## config.mk

```make
export PLATFORM = sky130hd
export DESIGN_NAME = freq_meas_scheduler
export DESIGN_NICKNAME = d
export VERILOG_FILES = /design/src/rtl/freq_meas_scheduler.sv
export SDC_FILE = /design/constraint.sdc
export NUM_CORES = 1
export LEC_CHECK = 0
export ABC_AREA = 1
export BUFFER_PORTS_ARGS = -buffer_cell sky130_fd_sc_hd__buf_2
export CORE_UTILIZATION = 45
export CTS_CLUSTER_DIAMETER = 150
export DETAILED_ROUTE_END_ITERATION = 10
export PLACE_DENSITY = 0.76
export SLEW_MARGIN = 5
export SYNTH_ARGS = -nofsm -noshare
export SYNTH_HDL_FRONTEND = slang
export SYNTH_SLANG_ARGS = --single-unit
```

## constraint.sdc

```tcl
create_clock -name clk -period 2.1 [get_ports clk]
set_input_delay 0.315 -clock clk [delete_from_list [all_inputs] [get_ports clk]]
set_output_delay 0.315 -clock clk [all_outputs]
set_load 0.1 [all_outputs]
```

## src/rtl/freq_meas_scheduler.sv

```systemverilog
// freq_meas_scheduler: round-robin gated rising-edge counter shared across N_CH async inputs
module freq_meas_scheduler #(
  parameter int N_CH          = 4,
  parameter int GATE_CYCLES   = 1000,
  parameter int SETTLE_CYCLES = 4,
  parameter int CNT_W         = 32,
  localparam int CH_W         = (N_CH > 1) ? $clog2(N_CH) : 1
) (
  input  logic             clk,
  input  logic             reset,
  input  logic [N_CH-1:0]  signal_in,
  input  logic             enable,
  input  logic [N_CH-1:0]  ch_enable,
  output logic             busy,
  output logic             result_valid,
  input  logic             result_ready,
  output logic [CNT_W-1:0] result_count,
  output logic [CH_W-1:0]  result_ch,
  output logic             result_sat
);
  localparam int TMAX = (GATE_CYCLES > SETTLE_CYCLES) ? GATE_CYCLES : SETTLE_CYCLES;
  localparam int TW   = $clog2(TMAX);
  typedef enum logic [2:0] {S_IDLE, S_SELECT, S_SETTLE, S_GATE, S_REPORT} state_t;
  state_t          r_state;
  logic [N_CH-1:0] r_sync1, r_sync2;
  logic            r_prev_sel, r_sat, r_valid;
  logic [CH_W-1:0] r_sel_ch, r_last_ch, w_next_ch;
  logic [CNT_W-1:0] r_cnt;
  logic [TW-1:0]   r_timer;
  logic            w_found, w_sync_sel, w_edge;
  assign w_sync_sel   = r_sync2[r_sel_ch];
  assign w_edge       = w_sync_sel & ~r_prev_sel;
  assign busy         = (r_state != S_IDLE);
  assign result_valid = r_valid;
  assign result_count = r_cnt;
  assign result_ch    = r_sel_ch;
  assign result_sat   = r_sat;
  // Descending scan so the nearest enabled channel after r_last_ch wins
  always_comb begin
    w_found   = 1'b0;
    w_next_ch = r_last_ch;
    for (int i = N_CH; i >= 1; i--) begin
      if (ch_enable[CH_W'((int'(r_last_ch) + i) % N_CH)]) begin
        w_found   = 1'b1;
        w_next_ch = CH_W'((int'(r_last_ch) + i) % N_CH);
      end
    end
  end
  always_ff @(posedge clk) begin
    if (reset) begin
      r_state    <= S_IDLE;
      r_sync1    <= '0;
      r_sync2    <= '0;
      r_prev_sel <= 1'b0;
      r_sel_ch   <= '0;
      r_last_ch  <= CH_W'(N_CH - 1);
      r_cnt      <= '0;
      r_sat      <= 1'b0;
      r_valid    <= 1'b0;
      r_timer    <= '0;
    end else begin
      r_sync1    <= signal_in;
      r_sync2    <= r_sync1;
      r_prev_sel <= w_sync_sel;
      case (r_state)
        S_IDLE: if (enable) r_state <= S_SELECT;
        S_SELECT: begin
          r_timer <= '0;
          if (enable && w_found) r_sel_ch <= w_next_ch;
          r_state <= (enable && w_found) ? S_SETTLE : S_IDLE;
        end
        S_SETTLE: begin
          r_cnt   <= '0;
          r_sat   <= 1'b0;
          r_timer <= r_timer + 1'b1;
          if (!enable) r_state <= S_IDLE;
          else if (r_timer == TW'(SETTLE_CYCLES - 1)) begin
            r_timer <= '0;
            r_state <= S_GATE;
          end
        end
        S_GATE: begin
          if (w_edge) begin
            if (&r_cnt) r_sat <= 1'b1;
            else r_cnt <= r_cnt + 1'b1;
          end
          r_timer <= r_timer + 1'b1;
          if (!enable) r_state <= S_IDLE;
          else if (r_timer == TW'(GATE_CYCLES - 1)) begin
            r_state <= S_REPORT;
            r_valid <= 1'b1;
          end
        end
        S_REPORT: if (r_valid && result_ready) begin
          r_valid   <= 1'b0;
          r_last_ch <= r_sel_ch;
          r_state   <= enable ? S_SELECT : S_IDLE;
        end
        default: r_state <= S_IDLE;
      endcase
    end
  end
endmodule
```

; ---- Word level (Yosys, flattened, before mapping)
; Index checks and enable logic that the tools add are counted.
[totals]
reg_bits = 60
input_bits = 12
output_inout_bits = 37
wordCells = 96
[op_classes]
n_addsub = 6
n_reduce_logical = 14
n_eq_ne = 15
n_lt_le_gt_ge = 5
bitwise_logic = 2
mux = 44
[op_table]
columns = op, count
row1 = 32-bit 2-to-1 mux, 2
row2 = 32-bit case mux with 2 select lines, 1
row3 = 32-bit by 1-bit adder with 32-bit output (second input constant), 1
row4 = 32-bit AND reduction, 1
row5 = 10-bit case mux with 3 select lines, 1
row6 = 10-bit 2-to-1 mux, 2
row7 = 1-bit 2-to-1 mux, 19
row8 = 3-bit 2-to-1 mux, 6
row9 = 2-bit by 4-bit less-than comparator with 1-bit output (second input constant), 4
row10 = 3-bit case mux with 5 select lines, 1
row11 = 2-bit != test (second input constant), 7
row12 = 10-bit by 1-bit adder with 10-bit output (second input constant), 1
row13 = 1-bit binary-select mux with 2-bit select, 5
row14 = 10-bit == test (second input constant), 1
row15 = 10-bit by 2-bit == test with 1-bit output (second input constant), 1
row16 = 2-bit 2-to-1 mux, 5
row17 = 4-bit AND reduction, 2
row18 = 3-bit by 2-bit == test with 1-bit output (second input constant), 2
row19 = 3-bit != test (second input constant), 2
row20 = 3-bit AND reduction, 2
row21 = 3-bit nonzero test, 2
row22 = 2-bit by 1-bit adder with 2-bit output (second input constant), 2
row23 = 2-bit adder (second input constant), 2
row24 = 1-bit case mux with 2 select lines, 2
row25 = 9 further kinds, 12

; ---- Depth between registers and ports, before layout
[logic_depth]
depth_word = 11
ltp_mapped = 12
depth_no_buf = 12

; ---- Worst setup path after synthesis
; OpenSTA, ideal clock, no wires.
[synth_timing]
kind = register -> register
from = register r_cnt[1], in the netlist result_count[1]
to = register r_cnt[25], in the netlist result_count[25]
synth_period_minus_slack_ps = 2519
path_buffers = 1
stages_incl_launch_ff = 12
arrival_time_ps = 2401
setup_slack_ps = -419
setup_ps = 118
required_ps = 1982
path_cell_list = dfxtp_1 > ha_1 > inv_2 > nor2_4 > nand2_2 > nor2_4 > nand3_4 > nand2_8 > inv_4 > buf_6 > a21oi_2 > nor2_1
[synth_between]
elab_chain_cells = 4
word_cells_on_any_way = 7
cone_classes = add/sub: 1 / eq/ne: 1 / mux: 3 / reduce/logical: 2
[synth_lines]
columns = element, line
row1 = start: declaration, 28  ; logic [CNT_W-1:0] r_cnt;
row2 = start signal: assignment, 85  ; else r_cnt <= r_cnt + 1'b1;
row3 = 32-bit by 1-bit adder with 32-bit output, 85
row4 = 32-bit 2-to-1 mux, 84  ; if (&r_cnt) r_sat <= 1'b1;
row5 = 32-bit 2-to-1 mux, 83  ; if (w_edge) begin
row6 = 32-bit case mux with 2 select lines, 65  ; case (r_state)
; Several ways; a longest one is shown, not always the timed one. The select of a mux whose other input is x is not followed.
; A chain may end at the register's enable or synchronous reset.

; ---- Worst setup path after layout
[layout_timing]
from = register r_cnt[1], in the netlist result_count[1]
to = register r_cnt[1], in the netlist result_count[1]
; Same word-level chain as after synthesis.

==> results.txt <==
----------------------------------------------------
[Pwr]
  Net switching fraction of the power ... 0.411
  Maximum VDD drop ... 0.000373 V
  Clk network pwr share ... 0.310
  Relative contribution of sequential cells to total power ... 0.359
  Internal power ... 2.15 mW
  Net switching power of the design ... 1.50 mW
  Reported leakage power ... 1.77 nW
  Combinational fraction of design power ... 0.331
  Power per standard cell area ... 851 mW/mm2

[Synthesis]
  Post-synthesis instance area ... 0.00374 mm2
  Post-synthesis cell count ... 606
  Top flip-flop cell by instance count after synthesis ... sky130_fd_sc_hd__dfxtp_1
  Flip-flop and latch count after synthesis ... 60
  Proportion of synthesized flip-flops having asynchronous set or reset ... 0
  Syn. warnings ... 0
  Register area share after synthesis ... 0.321
  Post-synth cell types ... 36
  Number of enable-type register cells in the synthesized netlist ... 0
  Number of nets in the synthesized netlist ... 620
  Avg Synthesized Cell Area ... 6.18 um2

[Clock tree]
  Number of clock sinks seen by CTS ... 60
  Clk_lat worst skew ... 0.35 ns
  Number of buffers on the longest clock path ... 2
  Clock Tree Root ... sky130_fd_sc_hd__clkbuf_8
  Post-cts gate resize count ... 0
  H-Tree Level Count ... 3
  Post-CTS setup-driven buffer insertion count ... 0
  Clock slew at reported path FFs ... 0.07 ns
  Count of hold-fix buffers inserted at cts ... 0
  TritonCTS Buffers ... 9
  Clock tree from TritonCTS ... done

[Finish]
  Final antenna diode count ... 0
  Share of post-route cells with drive strength above 1 ... 0.204
  Filler-free cell count of the finished design ... 763
  Nets ... 670
  Relative area change from synthesis to final layout ... 14.4%

[Global route]
  Via count of the first global-routing pass ... 3,519
  Pin count of the biggest net entering global routing ... 33
  Number of antenna violations at the first check in global routing ... 0
  Global-route wire length before repair ... 16,000 um
  Total congestion overflow after global routing ... 0
  Global Route Usage Sum ... 0.233

[Setup path]
  Required time at the worst-slack endpoint ... 2.33 ns
  Worst setup path category ... register to register
  R2R setup slack ... 0.16 ns
  Capturing point of the worst reg2reg path ... result_count[1]
  Crit path DAT ... 2.17 ns
  Cell depth of the worst flop-to-flop path ... 10
  Slowest stage cell, crit path ... sky130_fd_sc_hd__dfxtp_4
  Worst Setup Start Kind ... register
  Ordered list of cells on the worst path ... ha_1, inv_2, nor2_4, nand2_2, nor2_4, nand3_4, nand2_8, inv_4, o21ai_0, nor2_1
  Longest individual stage delay on the worst path ... 0.36 ns
  Critical-path maximum fanout ... 32
  CP endpoint kind ... register
  Most frequent cell on the critical path ... sky130_fd_sc_hd__nor2_4
  R2R Path Start ... result_count[1]

[Placed design]
  Placement-stage worst setup slack ... 0.187 ns
  Number of port buffers ... 48
  Placed Instances ... 747
  Final Wtd Congestion ... 0.937
  Post-detail-place hpwl ... 7040 um

[STA]
  Period utilisation layout ... 0.922
  Final number of max-transition violations ... 0
  Min Tclk post-route ... 1.94 ns
  Final setup violating endpoints ... 0
  Smallest setup slack after layout ... 0.164 ns
  Worst clock skew ... 0.00661 ns
  Aggregate negative setup slack ... 0 ns
  RSZ-0062 raised after global routing ... no
  Relative max-transition margin ... 0.615
  Worst Tran Pin Value ... 0.572 ns
  Highest clock frequency the design can meet ... 517 MHz
  Endpoints failing hold ... 0

[Detailed routing]
  Pre-Repair DR Iteration Count ... 5
  Number of DRC markers in iteration 0 ... 166
  Detail Route Antenna Nets ... 0
  Post-DR vias/cell ... 5.06
  Routed Wire Length ... 9410 um
  DR vias ... 3,859
  DRC viols ... 0
  Average wire per cell in the routed design ... 12.3 um

[Die]
  Number of placed I/O pins ... 49
  Horizontal die dimension ... 93.2 um
  Number of placement rows ... 32
  Core box area ... 0.00789 mm2
  Area of the die ... 0.00869 mm2
  Starting density of the core ... 0.475
  Die height ... 93.2 um

[Job]
  Max-cap viol count ... 0

[Hold path]
  Hold path endpoint ... r_sync1[2]
  Cell depth of the worst min-delay path ... 3
  Worst hold-check path type ... input pin to register
  Hold path startpoint ... signal_in[2]

[Outcome]
  Result of the run ... completed

----------------------------------------------------
-- worst max path at each step --
stage	from	slack (ns)	endpoint	depth (start not counted)
after global routing	result_count[0]	0.008	result_count[1]	10
after detailed placement	result_count[1]	0.19	result_count[1]	10
after CTS	result_count[1]	0.18	result_count[1]	10
final	result_count[1]	0.16	result_count[1]	10
after floorplan	result_count[31]	0.01	result_count[25]	8
after global placement	result_count[1]	0.27	result_count[1]	10
-- power groups by stage --
stage	registers (mW)	logic [mW]	clock network [mW]
floorplan	1.55	0.847	0
global placement	1.33	1.18	0
detailed placement	1.33	1.20	0
CTS	1.31	1.21	1.15
global route	1.32	1.32	1.20
finish	1.31	1.21	1.13
-- sequential cells by signal (all words and copies together), names as in the netlist --
register / cells
result_count: 32
r_timer: 10
r_sync1: 4
r_sync2: 4
r_state: 3
r_last_ch: 2
result_ch: 2
r_prev_sel: 1
result_sat: 1
result_valid: 1
-- per-stage QoR --
stage / area (um2) / hold WS [ns] / power (mW) / utilization
after floorplan: 3790 / 0.388 / 2.40 / -
after global placement: 4080 / 0.400 / 2.51 / 0.517
after detailed placement: 4080 / 0.397 / 2.54 / 0.517
after CTS: 4290 / 0.162 / 3.66 / 0.543
after global routing: 4290 / 0.165 / 3.84 / 0.543
final: 4290 / 0.166 / 3.65 / 0.543
-- cells in the mapped netlist (2+ instances only) --
master                       n  share of area
sky130_fd_sc_hd__nor2_1    128           0.13
sky130_fd_sc_hd__buf_6       3         0.0090
sky130_fd_sc_hd__or2_2       4         0.0067
sky130_fd_sc_hd__xor2_1      7          0.016
sky130_fd_sc_hd__and2_1      2         0.0033
sky130_fd_sc_hd__dfxtp_1    60           0.32
sky130_fd_sc_hd__nor2_8      2          0.011
sky130_fd_sc_hd__nand2_1   167           0.17
sky130_fd_sc_hd__buf_2       2         0.0027
sky130_fd_sc_hd__xnor2_1     3         0.0070
sky130_fd_sc_hd__nand4_1    12          0.020
sky130_fd_sc_hd__o21ai_0    21          0.028
sky130_fd_sc_hd__inv_2       4         0.0040
sky130_fd_sc_hd__o21bai_1    7          0.014
sky130_fd_sc_hd__nand2_2     4         0.0067
sky130_fd_sc_hd__clkbuf_1    5         0.0050
sky130_fd_sc_hd__a21oi_1    22          0.029
sky130_fd_sc_hd__o21ai_1     2         0.0027
sky130_fd_sc_hd__nor3_1      7         0.0094
sky130_fd_sc_hd__nor2_4      3         0.0090
sky130_fd_sc_hd__a21oi_2     7          0.016
sky130_fd_sc_hd__inv_1      71          0.071
sky130_fd_sc_hd__ha_1        2         0.0067
sky130_fd_sc_hd__nor2_2      9          0.015
sky130_fd_sc_hd__nand3_1    41          0.055
-- placed cells by master, fill, tap and decap left out, types with 3 or more instances in the layout --
master                     synthesis  routed
sky130_fd_sc_hd__nand3_1          41      41
sky130_fd_sc_hd__nand2_1         167     167
sky130_fd_sc_hd__nor3_1            7       7
sky130_fd_sc_hd__xnor2_1           3       3
sky130_fd_sc_hd__inv_1            71      71
sky130_fd_sc_hd__nor2_4            3       3
sky130_fd_sc_hd__a21oi_2           7       7
sky130_fd_sc_hd__clkbuf_8          1       9
sky130_fd_sc_hd__dfxtp_1          60      28
sky130_fd_sc_hd__o21ai_0          21      21
sky130_fd_sc_hd__dfxtp_2           0      30
sky130_fd_sc_hd__buf_4             0       4
sky130_fd_sc_hd__o21bai_1          7       7
sky130_fd_sc_hd__buf_2             2      48
sky130_fd_sc_hd__inv_2             4       4
sky130_fd_sc_hd__a21oi_1          22      22
sky130_fd_sc_hd__nor2_2            9       9
sky130_fd_sc_hd__xor2_1            7       7
sky130_fd_sc_hd__nand2_2           4       4
sky130_fd_sc_hd__nand4_1          12      12
sky130_fd_sc_hd__or2_2             4       4
sky130_fd_sc_hd__nor2_1          128     128
-- worst max-delay path, delay by kind of cell (launching register included) --
| kind | cells | cell delay, ns |
|---|---|---|
| AOI/OAI and AO/OA | 1 | 0.19 |
| DFF | 1 | 0.36 |
| adders and majority gates | 1 | 0.22 |
| buffers and inverters | 2 | 0.20 |
| and+or+nand+nor | 6 | 0.82 |
-- area by class of cell --
class | instances | area (um2)
clock buffer | 11 | 131
clock inverter | 5 | 77.6
fill | 770 | 3600
inverter | 76 | 288
multi-input combinational | 457 | 2140
sequential | 60 | 1250
tap | 102 | 128
timing repair buffer | 52 | 270
-- logic make-up (layout without fill, tap and decap cells) --
family,Yosys count,after routing,synth area share
buffers and inverters,89,144,0.107
and+or+nand+nor,384,384,0.448
xor gates and xnor gates,10,10,0.0234
AOI/OAI and AO/OA,61,61,0.0942
adders and majority gates,2,2,0.00668
DFF,60,60,0.321
-- per-layer routing --
layer | vias to the layer above | global-route usage | wire length (um)
met2 | 116 | 0.372 | 4260
met1 | 1730 | 0.312 | 4560
li1 | 1997 | - | -
met5 | - | 0 | 0
met3 | 16 | 0.0504 | 441
met4 | 0 | 0.0756 | 144
Note: power is estimated with default switching activity, not from simulation.
